### config.mk
export PLATFORM = sky130hd
export DESIGN_NAME = fetch_unit_flat
export DESIGN_NICKNAME = d
export VERILOG_FILES = /design/src/rtl/fetch_unit_if.sv /design/src/rtl/fetch_unit.sv /design/src/flat_wrapper.sv
export SDC_FILE = /design/constraint.sdc
export NUM_CORES = 1
export LEC_CHECK = 0
export CORE_UTILIZATION = 23
export CTS_BUF_LIST = sky130_fd_sc_hd__clkbuf_8
export CTS_CLUSTER_DIAMETER = 120
export DETAILED_ROUTE_END_ITERATION = 10
export GPL_TIMING_DRIVEN = 0
export MAX_ROUTING_LAYER = met4
export PLACE_DENSITY = 0.53
export SETUP_SLACK_MARGIN = 0.5
export SLEW_MARGIN = 10
export SYNTH_ARGS = -nofsm -noshare
export SYNTH_HDL_FRONTEND = slang
export SYNTH_SLANG_ARGS = --single-unit
### constraint.sdc
create_clock -name clk -period 7.31 [get_ports clk]
set_clock_uncertainty 0.1 [all_clocks]
set_input_delay 2.193 -clock clk [delete_from_list [all_inputs] [get_ports clk]]
set_output_delay 2.193 -clock clk [all_outputs]
set_load 0.1 [all_outputs]
### src/rtl/fetch_unit_if.sv
// fetch_unit_if: instruction-memory and decode-side signals of the fetch stage
interface fetch_unit_if;
    logic        imem_req;
    logic [31:0] imem_addr;
    logic [31:0] imem_rdata;
    logic        imem_ready;
    logic [31:0] Instr;
    logic        instr_valid;
    logic [31:0] PC;
    logic [31:0] PCPlus8;
    logic        instr_ack;
    logic        PCSrc;
    logic [31:0] Result;

    modport master (
        output imem_req, imem_addr, Instr, instr_valid, PC, PCPlus8,
        input  imem_rdata, imem_ready, instr_ack, PCSrc, Result
    );

    modport slave (
        input  imem_req, imem_addr, Instr, instr_valid, PC, PCPlus8,
        output imem_rdata, imem_ready, instr_ack, PCSrc, Result
    );
endinterface

### src/rtl/fetch_unit.sv
// fetch_unit: PC owner, instruction fetch with one-entry prefetch buffer and branch drain
module fetch_unit #(
    parameter logic [31:0] RESET_PC = 32'h0000_0000
) (
    input  logic         clk,
    input  logic         reset,
    fetch_unit_if.master bus
);
    typedef enum logic [1:0] {FETCH, EXEC, DRAIN} state_t;

    state_t      state_q;
    logic [31:0] pc_q, instr_q, pf_buf_q, drain_addr_q;
    logic        valid_q, pf_valid_q;
    logic [31:0] pc_plus4;
    logic        req, done;

    // request is idle only while a prefetched word is already buffered
    always_comb begin
        pc_plus4 = pc_q + 32'd4;
        req      = !reset && !(state_q == EXEC && pf_valid_q);
        done     = req && bus.imem_ready;
    end

    assign bus.imem_req    = req;
    assign bus.imem_addr   = state_q == FETCH ? pc_q : state_q == DRAIN ? drain_addr_q : pc_plus4;
    assign bus.Instr       = instr_q;
    assign bus.instr_valid = valid_q;
    assign bus.PC          = pc_q;
    assign bus.PCPlus8     = pc_q + 32'd8;

    // fetch FSM with registered decode-side outputs
    always_ff @(posedge clk or posedge reset) begin
        if (reset) begin
            state_q      <= FETCH;
            pc_q         <= RESET_PC;
            instr_q      <= '0;
            valid_q      <= 1'b0;
            pf_valid_q   <= 1'b0;
            pf_buf_q     <= '0;
            drain_addr_q <= '0;
        end else begin
            case (state_q)
                FETCH: if (done) begin
                    instr_q <= bus.imem_rdata;
                    valid_q <= 1'b1;
                    state_q <= EXEC;
                end
                EXEC: if (!bus.instr_ack) begin
                    if (done) begin
                        pf_buf_q   <= bus.imem_rdata;
                        pf_valid_q <= 1'b1;
                    end
                end else if (!bus.PCSrc) begin
                    pc_q <= pc_plus4;
                    if (pf_valid_q) begin
                        instr_q    <= pf_buf_q;
                        pf_valid_q <= 1'b0;
                    end else if (done) begin
                        instr_q <= bus.imem_rdata;
                    end else begin
                        valid_q <= 1'b0;
                        state_q <= FETCH;
                    end
                end else begin
                    pc_q       <= bus.Result & ~32'd3;
                    pf_valid_q <= 1'b0;
                    valid_q    <= 1'b0;
                    if (req && !done) begin
                        drain_addr_q <= pc_plus4;
                        state_q      <= DRAIN;
                    end else begin
                        state_q <= FETCH;
                    end
                end
                DRAIN: if (done) state_q <= FETCH;
                default: state_q <= FETCH;
            endcase
        end
    end
endmodule

### src/flat_wrapper.sv
// flat-port wrapper written by rule: the top's interface ports become plain ports
module fetch_unit_flat 
#(
    parameter logic [31:0] RESET_PC = 32'h0000_0000
)
  (clk, reset, bus_imem_req, bus_imem_addr, bus_Instr, bus_instr_valid, bus_PC, bus_PCPlus8, bus_imem_rdata, bus_imem_ready, bus_instr_ack, bus_PCSrc, bus_Result);
  fetch_unit_if bus_i ();
  input  logic clk;
  input  logic reset;
  output wire logic [$bits(bus_i.imem_req)-1:0] bus_imem_req;
  output wire logic [$bits(bus_i.imem_addr)-1:0] bus_imem_addr;
  output wire logic [$bits(bus_i.Instr)-1:0] bus_Instr;
  output wire logic [$bits(bus_i.instr_valid)-1:0] bus_instr_valid;
  output wire logic [$bits(bus_i.PC)-1:0] bus_PC;
  output wire logic [$bits(bus_i.PCPlus8)-1:0] bus_PCPlus8;
  input wire logic [$bits(bus_i.imem_rdata)-1:0] bus_imem_rdata;
  input wire logic [$bits(bus_i.imem_ready)-1:0] bus_imem_ready;
  input wire logic [$bits(bus_i.instr_ack)-1:0] bus_instr_ack;
  input wire logic [$bits(bus_i.PCSrc)-1:0] bus_PCSrc;
  input wire logic [$bits(bus_i.Result)-1:0] bus_Result;
  assign bus_imem_req = bus_i.imem_req;
  assign bus_imem_addr = bus_i.imem_addr;
  assign bus_Instr = bus_i.Instr;
  assign bus_instr_valid = bus_i.instr_valid;
  assign bus_PC = bus_i.PC;
  assign bus_PCPlus8 = bus_i.PCPlus8;
  assign bus_i.imem_rdata = bus_imem_rdata;
  assign bus_i.imem_ready = bus_imem_ready;
  assign bus_i.instr_ack = bus_instr_ack;
  assign bus_i.PCSrc = bus_PCSrc;
  assign bus_i.Result = bus_Result;
  fetch_unit #(.RESET_PC(RESET_PC)) u_core (.clk(clk), .reset(reset), .bus(bus_i));
endmodule
==> results.md, run 1 <==
- Outcome: finished clean
- Final setup viols: 0
- Final Critical Period: 6584 ps
- Antenna diodes: 0
- Pins Over Slew Limit: 0
- Top-area cell type share of the netlist area: 0.4299
- Synthesized cell area: between 0.007 and 0.008 sq mm
- PortBufs: 190
- Setup CP Type: flip-flop to output pin
- Layout Nets: 1,108
- Row count: 65
- Grt total ovfl: 0
- Initial antenna violation count: 0
- Worst Path Max Fanout: 8
- Post-synth EDFFs: 0
- CTS root buffer: clkbuf_8
- Top cells by count, synth: dfrtp_1, nand2_1, o21ai_0
- DR pass1 iterations: 5
- Max-Slew Margin vs Limit: 0.2610
- Post-route ant nets: 0
- CP Cell Sequence: ha_1, buf_2, and2_0, nand4_1, nor2_1, xnor2_1, a21oi_1, clkdlybuf4s50_1
- Post-DP HPWL: 20,450 um
- Critical Path Max Stage Delay: ~1200 ps
- Dominant cell type by area after synthesis: dfrtp_1
- GRT Util Overall: 0.1794
- I/O pin cnt: approximately 200
- First-pass GRT wire length: about 44,000 um
- Skew-Pair Late Insertion Delay: roughly 470 ps
- Clock sinks: ~130
- DR vias/cell: about 4.9
- Max_cap viols: 0
- CTS tree: yes
- Area of the die: 0.03312 sq mm
- Final core occ: 0.3251
- Routed WL per cell: a little under 20 um
- Crit path buf inv count: 2
- Starting DRT DRC Count: between 500 and 600
- CP delay by family, top: buffers and inverters
- Worst hold start: u_core.bus.Instr[25]$_DFFE_PP0P_
- Register area share after synthesis: 0.4299
- Hold Path Class: flip-flop to flip-flop
- Dominant cells by area after synthesis: dfrtp_1, o21ai_0, mux2_2
- Initial core utilization: 0.2349
- Syn avg cell area: ~9.1 sq um
- Synth Register Bits: 128
- Fill cells: 3,323
- Post-cts resize count: 0
- Core outline area: 0.03172 sq mm
- Die Span X: ~180 um
- Mapped Cells: 822
- F_max: 151.9 MHz
- Worst-path clk slew: 100 ps
- Routability cong.: 0.8748
- Die Span Y: between 150 and 200 um
- Crit path from: u_core.bus.PC[3]$_DFFE_PP0P_
- Ys Warns: 0
- CP endpoint kind: output pin
- Share of cells above drive strength 1: 0.1143
- Synth Flop Type: dfrtp_1
- Crit-path slowest cell: clkdlybuf4s50_1
- CTS Hold Buffers Added: 0
- Post-CTS Setup Inserts: 0
- Worst path arrival time: about 4300 ps
- CTS buffer count: 17
- Critical Path Source Type: flip-flop
- RR Startpoint: u_core.bus.PC[3]$_DFFE_PP0P_
- Vias in the first global route: approximately 7,000
- Clock tree buffer depth: 2
- RSZ-0062 raised after global routing: false
- Final WL: 28,480 um
- Via count: roughly 7,000
- Critical Path RT: around 5000 ps
- Number of H-tree levels: 4
- Final period util: 0.9007
- Final hold vios: 0
- Layout Area Growth over Synthesis: 38.39%
- Largest net degree at the start of global routing: 66
- Least-Margin Pin Slew: roughly 1100 ps
- Share of flip-flops with an asynchronous set or reset: 1.000
- Netlist cell types: 62
- Most frequent cell after synthesis: dfrtp_1
- DRC errors left: 0
-- through the flow --
stage	setup TNS, ps	cell area [sq um]	setup slack [ps]	cells	hold WS, ps
final	0	10310	726.1	1452	381.5
after global routing	0	10310	527.7	1452	405.0
after CTS	0	10310	704.6	1452	389.9
after detailed placement	0	9916	841.9	1420	370.1
after global placement	-123960	9881	-969.4	1419	355.8
after floorplan	0	7476	543.4	827	344.7
-- flip-flops by register name, summed over array words and instances (netlist names) --
register,flops
u_core.bus.Instr,32
u_core.pf_buf_q,32
u_core.bus.PC,30
u_core.drain_addr_q,30
u_core.state_q,2
u_core.bus.instr_valid,1
u_core.pf_valid_q,1
-- layout make-up --
type,instances,area (sq um),share of cell area
flip-flops and latches,128,3203,0.3106
clock buffers,17,234.0,0.02269
inverters,9,41.29,0.004004
multi-input cells,602,3820,0.3705
repair buffers,191,1929,0.1871
well taps,402,503.0,0.04878
clock inverters,15,161.4,0.01565
plain buffers,88,419.2,0.04065
-- layout by cell type (no fill, tap or decap), drive strengths merged, types with 9 or more instances in the layout --
cell,instances
o22a,9
o21a,10
o21ai,89
a21oi,39
nand3,27
dfrtp,128
mux2,35
inv,16
nand2,96
a211oi,18
xor2,17
and3,16
xnor2,38
nor2,44
nor2b,16
a22oi,37
buf,42
nor3,15
clkbuf,64
nand4,17
a31oi,14
clkdlybuf4s50,190
-- routing by layer --
layer,GRT usage,wire [um]
met1,0.2431,13400
met2,0.2706,12900
met3,0.03650,1734
met4,0.04807,442
met5,-,0
-- cells by family (layout without fill, tap and decap cells) --
logic type | Yosys count | count (layout) | share of synthesized area
flip-flops | 128 | 128 | 0.4299
adder cells (fa/ha/maj) | 2 | 2 | 0.003358
buffers and inverters | 97 | 320 | 0.06079
AO/OA/AOI/OAI | 238 | 238 | 0.1982
multiplexers | 42 | 42 | 0.06230
AND/OR/NAND/NOR | 259 | 259 | 0.1804
other | 1 | 6 | 0.0005033
XOR/XNOR | 55 | 55 | 0.06465
-- tightest hold or removal path: cells and delay by family (launching register included) --
kind | cells | cell delay, ps
AND/OR/NAND/NOR | 1 | 50
AO/OA/AOI/OAI | 1 | 60
flip-flops | 1 | 350
-- path summary, 6_finish.rpt --
| path | endpoint | slack, ps | cells after the start |
|---|---|---|---|
| min | u_core.bus.Instr[25]$_DFFE_PP0P_ | 380 | 2 |
| max reg2reg | u_core.bus.PC[25]$_DFFE_PP0P_ | 4550 | 7 |
| max | bus_imem_addr[19] | 730 | 8 |
| min reg2reg | u_core.bus.Instr[25]$_DFFE_PP0P_ | 380 | 2 |
| min in group asynchronous | u_core.bus.Instr[2]$_DFFE_PP0P_ | 2240 | 2 |
| max in group asynchronous | u_core.drain_addr_q[11]$_DFFE_PP0P_ | 4160 | 3 |
Power of run 1 is left out: the tool's default activity adds up to more than one toggle a clock period on the data nets, which glitch-free logic cannot reach.
==> inputs of run 2 (changes only) <==
- REMOVE_ABC_BUFFERS: default -> 1
- clock period: 7.31 -> 6.5 ns (I/O delays scaled with it)
==> run 2 against run 1 <==
First-iteration DRC count decreased by 10%. Register-to-register slack got worse by 1500 ps. Wire length decreased by 11%. Worst hold slack improved by 2.2 ps. Critical path type unchanged. Critical endpoint is now bus_PCPlus8[22]. Largest cell class unchanged. Highest routed layer unchanged.
==> results.md, run 2 (synthesis results as in run 1) <==
- Layout Area Growth over Synthesis: 36.32%
- RSZ-0062 raised after global routing: false
- Grt total ovfl: 0
- Vias in the first global route: roughly 6,500
- Share of cells above drive strength 1: 0.1176
- CTS Hold Buffers Added: 0
- CTS buffer count: 17
- GRT Util Overall: 0.1600
- Crit-path slowest cell: clkdlybuf4s50_1
- Initial antenna violation count: 0
- Routed WL per cell: approximately 18 um
- Critical Path RT: 4450 ps
- Post-route ant nets: 0
- Worst hold start: u_core.bus.Instr[30]$_DFFE_PP0P_
- I/O pin cnt: approximately 200
- Antenna diodes: 0
- Critical Path Max Stage Delay: 1180 ps
- Final setup viols: 0
- Least-Margin Pin Slew: 1185 ps
- Crit path depth: 5
- Core outline area: between 0.03 and 0.04 sq mm
- Clock tree buffer depth: 2
- CP endpoint kind: output pin
- Largest net degree at the start of global routing: 94
- Pins Over Slew Limit: 0
- DR pass1 iterations: 5
- Via count: roughly 6,700
- Row count: between 60 and 70
- CTS tree: yes
- Number of H-tree levels: 4
- Final WL: about 25,000 um
- Worst Slack Setup Final: between 700 and 800 ps
- Max-Slew Margin vs Limit: 0.2052
- Starting DRT DRC Count: ~480
- DR vias/cell: around 4.8
- Die Span X: 182.0 um
- Post-DP HPWL: approximately 17,000 um
- Setup CP Type: flip-flop to output pin
- Crit path from: u_core.bus.PC[5]$_DFFE_PP0P_
- Final Critical Period: a little under 6000 ps
- Final hold vios: 0
- Worst-path clk slew: ~90 ps
- Routability cong.: about 0.8
- Initial core utilization: 0.2349
- F_max: roughly 170 MHz
- Worst path arrival time: about 3800 ps
- Commonest non-fill, non-tap cell in the layout: clkdlybuf4s50_1
- Outcome: finished clean
- Die Span Y: 182.0 um
- Post-place setup slack: approximately 470 ps
- DRC errors left: 0
- CP delay by family, top: simple AND/OR/NAND/NOR gates
- CTS root buffer: clkbuf_8
- First-pass GRT wire length: between 30,000 and 40,000 um
- Area of the die: between 0.03 and 0.04 sq mm
- Max_cap viols: 0
- Final period util: 0.8919
- Crit path buf inv count: 1
- Worst Hold Depth: 2
- Commonest cells after routing, fill and taps aside: clkdlybuf4s50_1, dfrtp_1, nand2_1, o21ai_0, nor2_1
- Layout Nets: 1,036
- PortBufs: between 150 and 200
- CP Cell Sequence: and3_1, or3b_1, or2_1, xnor2_1, clkdlybuf4s50_1
- Hold Path Class: flip-flop to flip-flop
- Clock sinks: 128
- RR Startpoint: u_core.state_q[0]$_DFFE_PP0P_
- Skew-Pair Late Insertion Delay: about 450 ps
- Worst Path Max Fanout: 15
- Critical Path Source Type: flip-flop
- Reg2Reg Depth: 7
-- run 2: cell count changes in the layout (fill, tap and decap cells not counted), moves of 4 or more --
cell and delta:
clkbuf_1 -45, clkdlybuf4s50_1 -31, buf_2 -23, dlygate4sd2_1 +11, dlymetal6s2s_1 +9, buf_12 +6
buf_4 -6, buf_1 -5, clkbuf_2 +5, buf_8 +4
-- run 2: routing by layer --
layer | up-vias | global-route usage | part of all wire
met5 | - | - | 0
met4 | 0 | 0.03563 | 0.011
met3 | 22 | 0.03189 | 0.065
met2 | 247 | 0.2435 | 0.45
met1 | 3215 | 0.2182 | 0.47
li1 | 3206 | - | -
-- run 2: final timing paths --
check	end	slack, ps
max in group asynchronous	u_core.state_q[0]$_DFFE_PP0P_	3580
min in group asynchronous	u_core.pf_buf_q[3]$_DFFE_PP0P_	1950
setup reg to reg	u_core.pf_buf_q[16]$_DFFE_PP0P_	3030
hold / removal	u_core.bus.Instr[30]$_DFFE_PP0P_	380
setup / recovery	bus_PCPlus8[22]	700
hold reg to reg	u_core.bus.Instr[30]$_DFFE_PP0P_	380
-- run 2: final cells by class --
class / count / area, sq um
clock buffers: 17 / 234.0
clock inverters: 15 / 172.7
fillers: 3284 / 21560
inverters: 9 / 41.29
multi-input cells: 602 / 3850
flip-flops and latches: 128 / 3206
well taps: 402 / 503.0
repair buffers: 207 / 2151
-- run 2: metrics by stage --
step,cells,util,TNS [ps],cell area [sq um],hold WS [ps]
after floorplan,739,-,-1729,7051,344.7
after global placement,1331,0.2981,-343870,9455,359.6
after detailed placement,1345,0.3075,0,9754,365.5
after CTS,1377,0.3196,0,10140,383.6
after global routing,1380,0.3202,0,10160,404.6
final,1380,0.3202,0,10160,383.7
-- run 2: timing repair --
item	4_1_cts	5_1_grt
setup buffers	0	3
pin swaps	0	1
gates resized for setup	24	27
endpoints found under the setup margin	21	19
-- run 2: worst reg2reg max path, stage by stage, from the launching register on --
cell and delay (ps):
dfrtp_2 620, buf_12 270, and3b_2 330, nor3b_4 490
buf_8 250, nor4b_4 660, buf_6 280, mux2_2 350
Power of run 2 is left out for the same reason.
